## src/rtl/elut_config_loader.sv

```systemverilog
// ============================================================================
// elut_config_loader
// ----------------------------------------------------------------------------
// Configuration-time write controller for the overlay's LUTRAM cells. A stream
// of 32-bit configuration words arrives over a valid/ready handshake and is
// serialised into one-bit writes on the shared LUT write port. Each LUT takes
// two words: the low word fills addresses 0..31 and the high word fills
// addresses 32..63, LSB first. Loading all NUM_LUTS truth tables is one
// transaction, opened by `start` and closed by a single-cycle `done` pulse.
//
// Parameters
//   NUM_LUTS   number of LUTRAM cells driven (1..256)
//   IDX_W      width of the LUT index counter, 2**IDX_W >= NUM_LUTS
//
// Ports
//   clk        in   single clock, also the LUTRAM write clock
//   rst_n      in   asynchronous active-low reset
//   start      in   begin a full load (only looked at while idle)
//   abort      in   cancel the load in progress (looked at in every state)
//   cfg_data   in   32-bit configuration word
//   cfg_valid  in   cfg_data is valid
//   cfg_ready  out  loader accepts a word this cycle
//   lut_a      out  6-bit write address broadcast to every LUT
//   lut_d      out  write data bit broadcast to every LUT
//   lut_we     out  one-hot write enable, bit i drives LUT i
//   busy       out  a load is in progress
//   done       out  one-cycle pulse when a load completes
//
// Every output is a flop. The next-state logic also computes the value each
// output must carry in the coming state, so lut_we/lut_a/lut_d always change
// together on the same edge and the LUTRAM captures a coherent triple.
// ============================================================================
module elut_config_loader #(
    parameter int NUM_LUTS = 16,
    parameter int IDX_W    = 8
) (
    input  logic                clk,
    input  logic                rst_n,
    input  logic                start,
    input  logic                abort,
    input  logic [31:0]         cfg_data,
    input  logic                cfg_valid,
    output logic                cfg_ready,
    output logic [5:0]          lut_a,
    output logic                lut_d,
    output logic [NUM_LUTS-1:0] lut_we,
    output logic                busy,
    output logic                done
);

    typedef enum logic [1:0] {
        IDLE  = 2'd0,
        LOAD  = 2'd1,
        WRITE = 2'd2,
        FIN   = 2'd3
    } state_t;

    localparam logic [IDX_W-1:0] LAST_IDX = IDX_W'(NUM_LUTS - 1);

    state_t                state, state_d;
    logic [IDX_W-1:0]      lut_idx, lut_idx_d;
    logic                  half, half_d;
    logic [4:0]            bit_cnt, bit_cnt_d;
    logic [31:0]           shreg, shreg_d;

    logic                  cfg_ready_d;
    logic [5:0]            lut_a_d;
    logic                  lut_d_d;
    logic [NUM_LUTS-1:0]   lut_we_d;
    logic                  busy_d;
    logic                  done_d;

    // Next-state logic for the sequencer and the registered outputs. The
    // output values are derived from the *next* state and counters so that
    // the flops present, during a WRITE cycle, exactly the LUT, address and
    // data bit belonging to that cycle. Abort is applied last so it wins over
    // start and over a handshake on the same edge.
    always_comb begin
        state_d     = state;
        lut_idx_d   = lut_idx;
        half_d      = half;
        bit_cnt_d   = bit_cnt;
        shreg_d     = shreg;

        cfg_ready_d = 1'b0;
        lut_a_d     = '0;
        lut_d_d     = 1'b0;
        lut_we_d    = '0;
        busy_d      = 1'b0;
        done_d      = 1'b0;

        case (state)
            IDLE: begin
                if (start) begin
                    state_d   = LOAD;
                    lut_idx_d = '0;
                    half_d    = 1'b0;
                    bit_cnt_d = '0;
                end
            end

            LOAD: begin
                if (cfg_valid && cfg_ready) begin
                    shreg_d   = cfg_data;
                    bit_cnt_d = '0;
                    state_d   = WRITE;
                end
            end

            WRITE: begin
                shreg_d   = {1'b0, shreg[31:1]};
                bit_cnt_d = bit_cnt + 5'd1;
                // Last bit of the word: either fetch the high word of the
                // same LUT, move to the next LUT, or finish after the last.
                if (bit_cnt == 5'd31) begin
                    if (!half) begin
                        half_d  = 1'b1;
                        state_d = LOAD;
                    end else if (lut_idx != LAST_IDX) begin
                        lut_idx_d = lut_idx + IDX_W'(1);
                        half_d    = 1'b0;
                        state_d   = LOAD;
                    end else begin
                        state_d = FIN;
                    end
                end
            end

            FIN: begin
                state_d = IDLE;
            end

            default: begin
                state_d = IDLE;
            end
        endcase

        if (abort) begin
            state_d   = IDLE;
            lut_idx_d = '0;
            half_d    = 1'b0;
            bit_cnt_d = '0;
            shreg_d   = '0;
        end

        cfg_ready_d = (state_d == LOAD);
        busy_d      = (state_d == LOAD) || (state_d == WRITE);
        done_d      = (state_d == FIN);

        // Write port is only ever active in WRITE, so a handshake cycle can
        // never coincide with a LUT write.
        if (state_d == WRITE) begin
            for (int i = 0; i < NUM_LUTS; i++) begin
                lut_we_d[i] = (lut_idx_d == IDX_W'(i));
            end
            lut_a_d = {half_d, bit_cnt_d};
            lut_d_d = shreg_d[0];
        end
    end

    // State, counters, shift register and output flops. Reset drops all of
    // them immediately; LUT contents already written are not touched.
    always_ff @(posedge clk or negedge rst_n) begin
        if (!rst_n) begin
            state     <= IDLE;
            lut_idx   <= '0;
            half      <= 1'b0;
            bit_cnt   <= '0;
            shreg     <= '0;
            cfg_ready <= 1'b0;
            lut_a     <= '0;
            lut_d     <= 1'b0;
            lut_we    <= '0;
            busy      <= 1'b0;
            done      <= 1'b0;
        end else begin
            state     <= state_d;
            lut_idx   <= lut_idx_d;
            half      <= half_d;
            bit_cnt   <= bit_cnt_d;
            shreg     <= shreg_d;
            cfg_ready <= cfg_ready_d;
            lut_a     <= lut_a_d;
            lut_d     <= lut_d_d;
            lut_we    <= lut_we_d;
            busy      <= busy_d;
            done      <= done_d;
        end
    end

endmodule

```

## config.mk

```make
export PLATFORM = sky130hd
export DESIGN_NAME = elut_config_loader
export DESIGN_NICKNAME = d
export VERILOG_FILES = /design/src/rtl/elut_config_loader.sv
export SDC_FILE = /design/constraint.sdc
export NUM_CORES = 1
export LEC_CHECK = 0
export BUFFER_PORTS_ARGS = -buffer_cell sky130_fd_sc_hd__buf_2
export CAP_MARGIN = 20
export CORE_AREA = 2 2 59 116
export CTS_CLUSTER_DIAMETER = 80
export DETAILED_ROUTE_END_ITERATION = 10
export DIE_AREA = 0 0 61 118
export HOLD_SLACK_MARGIN = 0.03
export PLACE_DENSITY = 0.9
export SKIP_CTS_REPAIR_TIMING = 1
export SLEW_MARGIN = 0
export SYNTH_ARGS = -nofsm -noshare
export SYNTH_HDL_FRONTEND = slang
export SYNTH_SLANG_ARGS = --single-unit
```

## constraint.sdc

```tcl
create_clock -name clk -period 4.6 [get_ports clk]
set_input_delay 0.92 -clock clk [delete_from_list [all_inputs] [get_ports clk]]
set_output_delay 0.92 -clock clk [all_outputs]
set_load 0.03 [all_outputs]
```

# Word-level counts from Yosys, hierarchy flattened
# Index checks and enable logic that the tools add are counted.
totals:
  register_bits: 74
  input_bits: 37
  output_inout_bits: 26
  elab_cells: 73
classes:
  add_sub_neg: 2
  n_eq_ne: 24
  mux: 29
  n_reduce_logical: 6
ops:
  columns: ["cell", "count"]
  rows:
  - ["equality test 8 x 4 -> 1 bit (second input constant)", 8]
  - ["two-way mux 32 bit", 2]
  - ["case mux 32 bit (2 select lines)", 1]
  - ["two-way mux 8 bit", 5]
  - ["equality test 8 x 3 -> 1 bit (second input constant)", 4]
  - ["equality test 8 x 2 -> 1 bit (second input constant)", 2]
  - ["two-way mux 16 bit", 1]
  - ["case mux 8 bit (2 select lines)", 1]
  - ["two-way mux 5 bit", 3]
  - ["case mux 5 bit (3 select lines)", 1]
  - ["two-way mux 2 bit", 6]
  - ["adder 8 x 1 -> 8 bit (second input constant)", 1]
  - ["equality test 2 bit (second input constant)", 4]
  - ["equality test 8 x 1 -> 1 bit (second input constant)", 1]
  - ["logical NOT 8 bit", 1]
  - ["inequality test 8 x 4 -> 1 bit (second input constant)", 1]
  - ["case mux 2 bit (4 select lines)", 1]
  - ["two-way mux 1 bit", 6]
  - ["two-way mux 6 bit", 1]
  - ["adder 5 x 1 -> 5 bit (second input constant)", 1]
  - ["equality test 5 bit (second input constant)", 1]
  - ["equality test 2 x 1 -> 1 bit (second input constant)", 2]
  - ["inequality test 3 bit (second input constant)", 1]
  - ["nonzero test 3 bit", 1]
  - ["5 further kinds", 5]

# Longest topological paths before layout
depth:
  depth_word: 8
  ltp_mapped: 14

# Least setup slack after synthesis
# No wires, ideal clock.
synth_timing:
  path_kind: "flip-flop to flip-flop"
  startpoint: "reg bit_cnt[0]"
  endpoint: "reg lut_we[10]"
  setup_ps: 101
  arrival_ps: 2754
  t_required_ps: 4499
  path_slack_ps: 1745
  stages_incl_launch_ff: 15
  period_less_slack_ps: 2855
  path_cell_list: "dfrtp_1 -> ha_1 -> and3_1 -> ha_1 -> buf_2 -> clkbuf_1 -> nor2b_1 -> a31oi_1 -> o22ai_1 -> nand2b_1 -> a21oi_1 -> ha_1 -> nand3_1 -> clkbuf_1 -> nor4_1"
synth_via:
  elab_chain_len: 6
  word_cells_on_any_way: 10
  cone_classes: "3 x eq/ne; 7 x mux"
synth_rtl:
  columns: ["item", "line", "rtl"]
  rows:
  - ["start: declaration", "63", "logic [4:0] bit_cnt, bit_cnt_d;"]
  - ["start signal: assignment", "180", "bit_cnt <= bit_cnt_d;"]
  - ["equality test 5 bit", "115", "if (bit_cnt == 5'd31) begin"]
  - ["two-way mux 2 bit", "115", null]
  - ["case mux 2 bit (4 select lines)", "92", "case (state)"]
  - ["two-way mux 2 bit", "138", "if (abort) begin"]
  - ["named net state_d[1]", "60", "state_t state, state_d;"]
  - ["equality test 2 bit", "152", "if (state_d == WRITE) begin"]
  - ["two-way mux 16 bit", "152", null]
  - ["named net lut_we_d[10]", "69", "logic [NUM_LUTS-1:0] lut_we_d;"]
  - ["end signal: assignment", "185", "lut_we <= lut_we_d;"]
  - ["end: declaration", "46", "output logic [NUM_LUTS-1:0] lut_we,"]
# The timed path passes the listed nets, and every way through them passes these cells.
# A chain may end at the register's enable or synchronous reset.

# Worst setup path in the final report
layout_timing:
  startpoint: "reg state[0]"
  endpoint: "reg lut_we[7]"
layout_via:
  elab_chain_len: 5
  word_cells_on_any_way: 14
  cone_classes: "5 x eq/ne; 8 x mux; 1 x reduce/logical"
layout_rtl:
  columns: ["item", "line", "rtl"]
  rows:
  - ["start: declaration", "60", null]
  - ["start signal: assignment", "177", "state <= state_d;"]
  - ["equality test 2 bit (tied with other cells)", "92", null]
  - ["case mux 2 bit (4 select lines) *", "92", null]
  - ["two-way mux 2 bit *", "138", null]
  - ["named net state_d[1]", "60", null]
  - ["equality test 2 bit *", "152", null]
  - ["two-way mux 16 bit *", "152", null]
  - ["named net lut_we_d[7]", "69", null]
# The timed path passes the listed nets; every way through them passes the cells marked *.

==> results_dict.tcl <==
set metrics [dict create \
    maxCapViolCount 0 \
    synth_cell_types 51 \
    core.rowCount 41 \
    worst_pin_slew_ns 0.924 \
    port_buffers 62 \
    syn-num-nets 379 \
    diodes 0 \
    ys_ff_latch 74 \
    drt-total-wl_um 8600 \
    multi_input_area_um2 1640 \
    fmax_mhz 294 \
    critPathLaunch "state[0]" \
    maxSlewViolCount 0 \
    fin_crit_ns 3.40 \
    share_comb_of_total_power_pct 6.6 \
    core_area_um2 6310 \
    p_seq_share_pct 46.0 \
    cp.required_ns 4.81 \
    antenna_found_initial 0 \
    internal_power_w 0.00112 \
    status "finished clean" \
    grt_setup_unrepaired "false" \
    hold_class "reg2reg" \
    yosysTopAreaCell "dfrtp_1" \
    viasPerCell 6.39 \
    crit_path_max_fanout 22 \
    avgSynthCellArea_um2 11.0 \
    period_share_pct 73.9 \
    synth_edf_count 0 \
    fin_area_um2 4260 \
    tritoncts "done" \
    nets 431 \
    layout-drive-gt1-share_pct 24.7 \
    ys_dominant_reg_cell "dfrtp_1" \
    drcViolationCount 0 \
    switching_share_pct 22.0 \
    num-fill-cells 486 \
    clk_pin_slew_ns 0.05 \
    final.setup.tns_ns 0 \
    ys_seq_area_share_pct 50.9 \
    maxSlewHeadroom_pct 38.4 \
    clkPwrFrac_pct 47.4 \
    vias 3030 \
    r2r-start "state[0]" \
    power.density_nw_per_um2 336 \
    numCtsBuffers 9 \
    clock_path_buffers 2 \
    netlist_area_um2 3640 \
    dp_hpwl_um 5990 \
    min_from "shreg[7]" \
    drtIter0Drc 158 \
    wire_per_inst_um 18.1 \
    grt_pass1_wl_um 14200 \
    path_class "reg2reg" \
    synth-warning-count 0 \
    register_area_um2 1850 \
    cellLeakagePower_nw 2.20 \
    dieWidth_um 61 \
    synthToLayoutAreaGrowth_pct 17.2 \
    clkSinkCount 74 \
    gr-usage-all-layers_pct 26.5 \
    arrival_ns 3.61 \
    htreeDepth 3 \
    skew_ns 0.00261 \
    grt_max_degree 45 \
    start_util_pct 57.6 \
    netlist.area_leader.share_pct 50.9 \
    ir_worst_vdd_mv 0.222 \
    end_kind "flip-flop" \
    place_congestion 0.870 \
    io_pins 63 \
    setup_violations 0 \
    ant_nets 0 \
    grt_overflow_total 0 \
    synthCells 332 \
    p_sw_w 0.000315 \
    cp-start-kind "flip-flop" \
    firstDrtPassIters 4 \
    dieArea_um2 7200 \
    hold_viol_final 0 \
    grt_pass1_vias 3143 \
    place_area_um2 3970 \
    dieHeight_um 118 \
    cts-root-buf "clkbuf_16" \
    ys_top_cells_by_area "dfrtp_1 (51%), a221o_1 (8.5%), and3_1 (5.7%), ha_1 (3.4%), nor4_1 (2.8%)" \
    synth_async_sr_flop_share_pct 100 \
    insertion_delay_ns 0.34 \
]
==> path summary, 6_finish.rpt <==
kind / end / slack, ns / cells past startpoint
worst min-delay path: shreg[7] / 0.51 / 1
max in group asynchronous: shreg[6] / 2.95 / 2
min in group asynchronous: lut_a[1] / 0.72 / 1
worst max-delay path: lut_we[7] / 1.20 / 9
worst min register to register: shreg[7] / 0.51 / 1
worst max register to register: lut_we[7] / 1.20 / 9
==> registers in the layout, summed over array words and instances (netlist names) <==
| name | cells |
|---|---|
| lut_we | 16 |
| cfg_ready | 1 |
| lut_a | 6 |
| done | 1 |
| bit_cnt | 5 |
| lut_d | 1 |
| lut_idx | 8 |
| shreg | 32 |
| state | 2 |
| half | 1 |
| busy | 1 |
==> placed cells by master (no fill, tap or decap), types with 10 or more instances in the layout <==
| cell type | count |
|---|---|
| dfrtp_1 | 74 |
| buf_2 | 62 |
| and3_1 | 33 |
| a221o_1 | 31 |
| nor4_1 | 16 |
| nor2_1 | 15 |
| a21oi_1 | 15 |
| nand2_1 | 13 |
| ha_1 | 10 |
==> worst max-delay path, stage by stage, from the launching register on <==
cell	delay (ns)
dfrtp_1	0.41
inv_1	0.10
ha_1	0.59
inv_1	0.28
o22ai_1	0.23
nand2b_1	0.10
a21oi_1	0.22
ha_1	0.36
nand3_1	0.47
nor4_1	0.49
==> power groups by stage <==
stage / registers, W / logic, W / clock network [W]
finish: 0.000660 / 0.0000941 / 0.000679
global route: 0.000660 / 0.000104 / 0.000713
CTS: 0.000659 / 0.0000943 / 0.000685
detailed placement: 0.000670 / 0.0000932 / 0
global placement: 0.000670 / 0.0000917 / 0
floorplan: 0.000674 / 0.0000450 / 0
==> cells in the mapped netlist, drive strengths merged (2+ instances only) <==
| cell | n |
|---|---|
| dfrtp | 74 |
| and3 | 33 |
| a221o | 31 |
| clkbuf | 18 |
| nor4 | 17 |
| nor2 | 16 |
| a21oi | 15 |
| nand2 | 13 |
| ha | 10 |
| inv | 9 |
| and2 | 7 |
| buf | 7 |
| nand3 | 6 |
| o21ai | 6 |
| o21bai | 6 |
| and4 | 5 |
| nand3b | 5 |
| a31oi | 4 |
| nand2b | 4 |
| nand4 | 4 |
| a21bo | 3 |
| a22oi | 3 |
| mux2 | 3 |
| mux2i | 3 |
| nor2b | 3 |
| or4 | 3 |
| a21o | 2 |
| a22o | 2 |
| nor3b | 2 |
| o2111ai | 2 |
| o41ai | 2 |
| or3 | 2 |
==> routing by layer <==
metal / up-vias / global-route usage [%] / share of wire (%)
met4: 0 / 16.8 / 5.1
met5: - / 0 / 0
met1: 1507 / 29.1 / 37
met2: 111 / 42.2 / 54
li1: 1378 / - / -
met3: 34 / 8.24 / 4.7
==> cell families after synthesis <==
group                      count (synthesis)  synth area share, %
and+or+nand+nor                          123                 20.4
adders and majority gates                 10                 3.44
muxes                                      6                 1.75
AOI/OAI and AO/OA                         85                 19.4
DFF                                       74                 50.9
buffers and inverters                     34                 4.06
==> cell type report <==
type                            instances  area share [%]
Clock buffer                           13            5.87
Clock inverter                          2           0.881
Inverter                                9           0.793
Multi-Input combinational cell        224            38.5
Sequential cell                        74            43.5
Tap cell                               86            2.53
Timing Repair Buffer                   66            7.99
==> stage by stage <==
stage	setup slack, ns	cells	util [%]	power [W]	hold WS (ns)
floorplan	1.74	332	-	0.000719	0.458
global placement	1.57	459	63.0	0.000762	0.476
detailed placement	1.28	459	63.0	0.000764	0.492
CTS	1.27	474	67.5	0.00144	0.506
global route	0.886	474	67.5	0.00148	0.521
finish	1.20	474	67.5	0.00143	0.509
No activity file was read; power rests on OpenSTA's default activity.
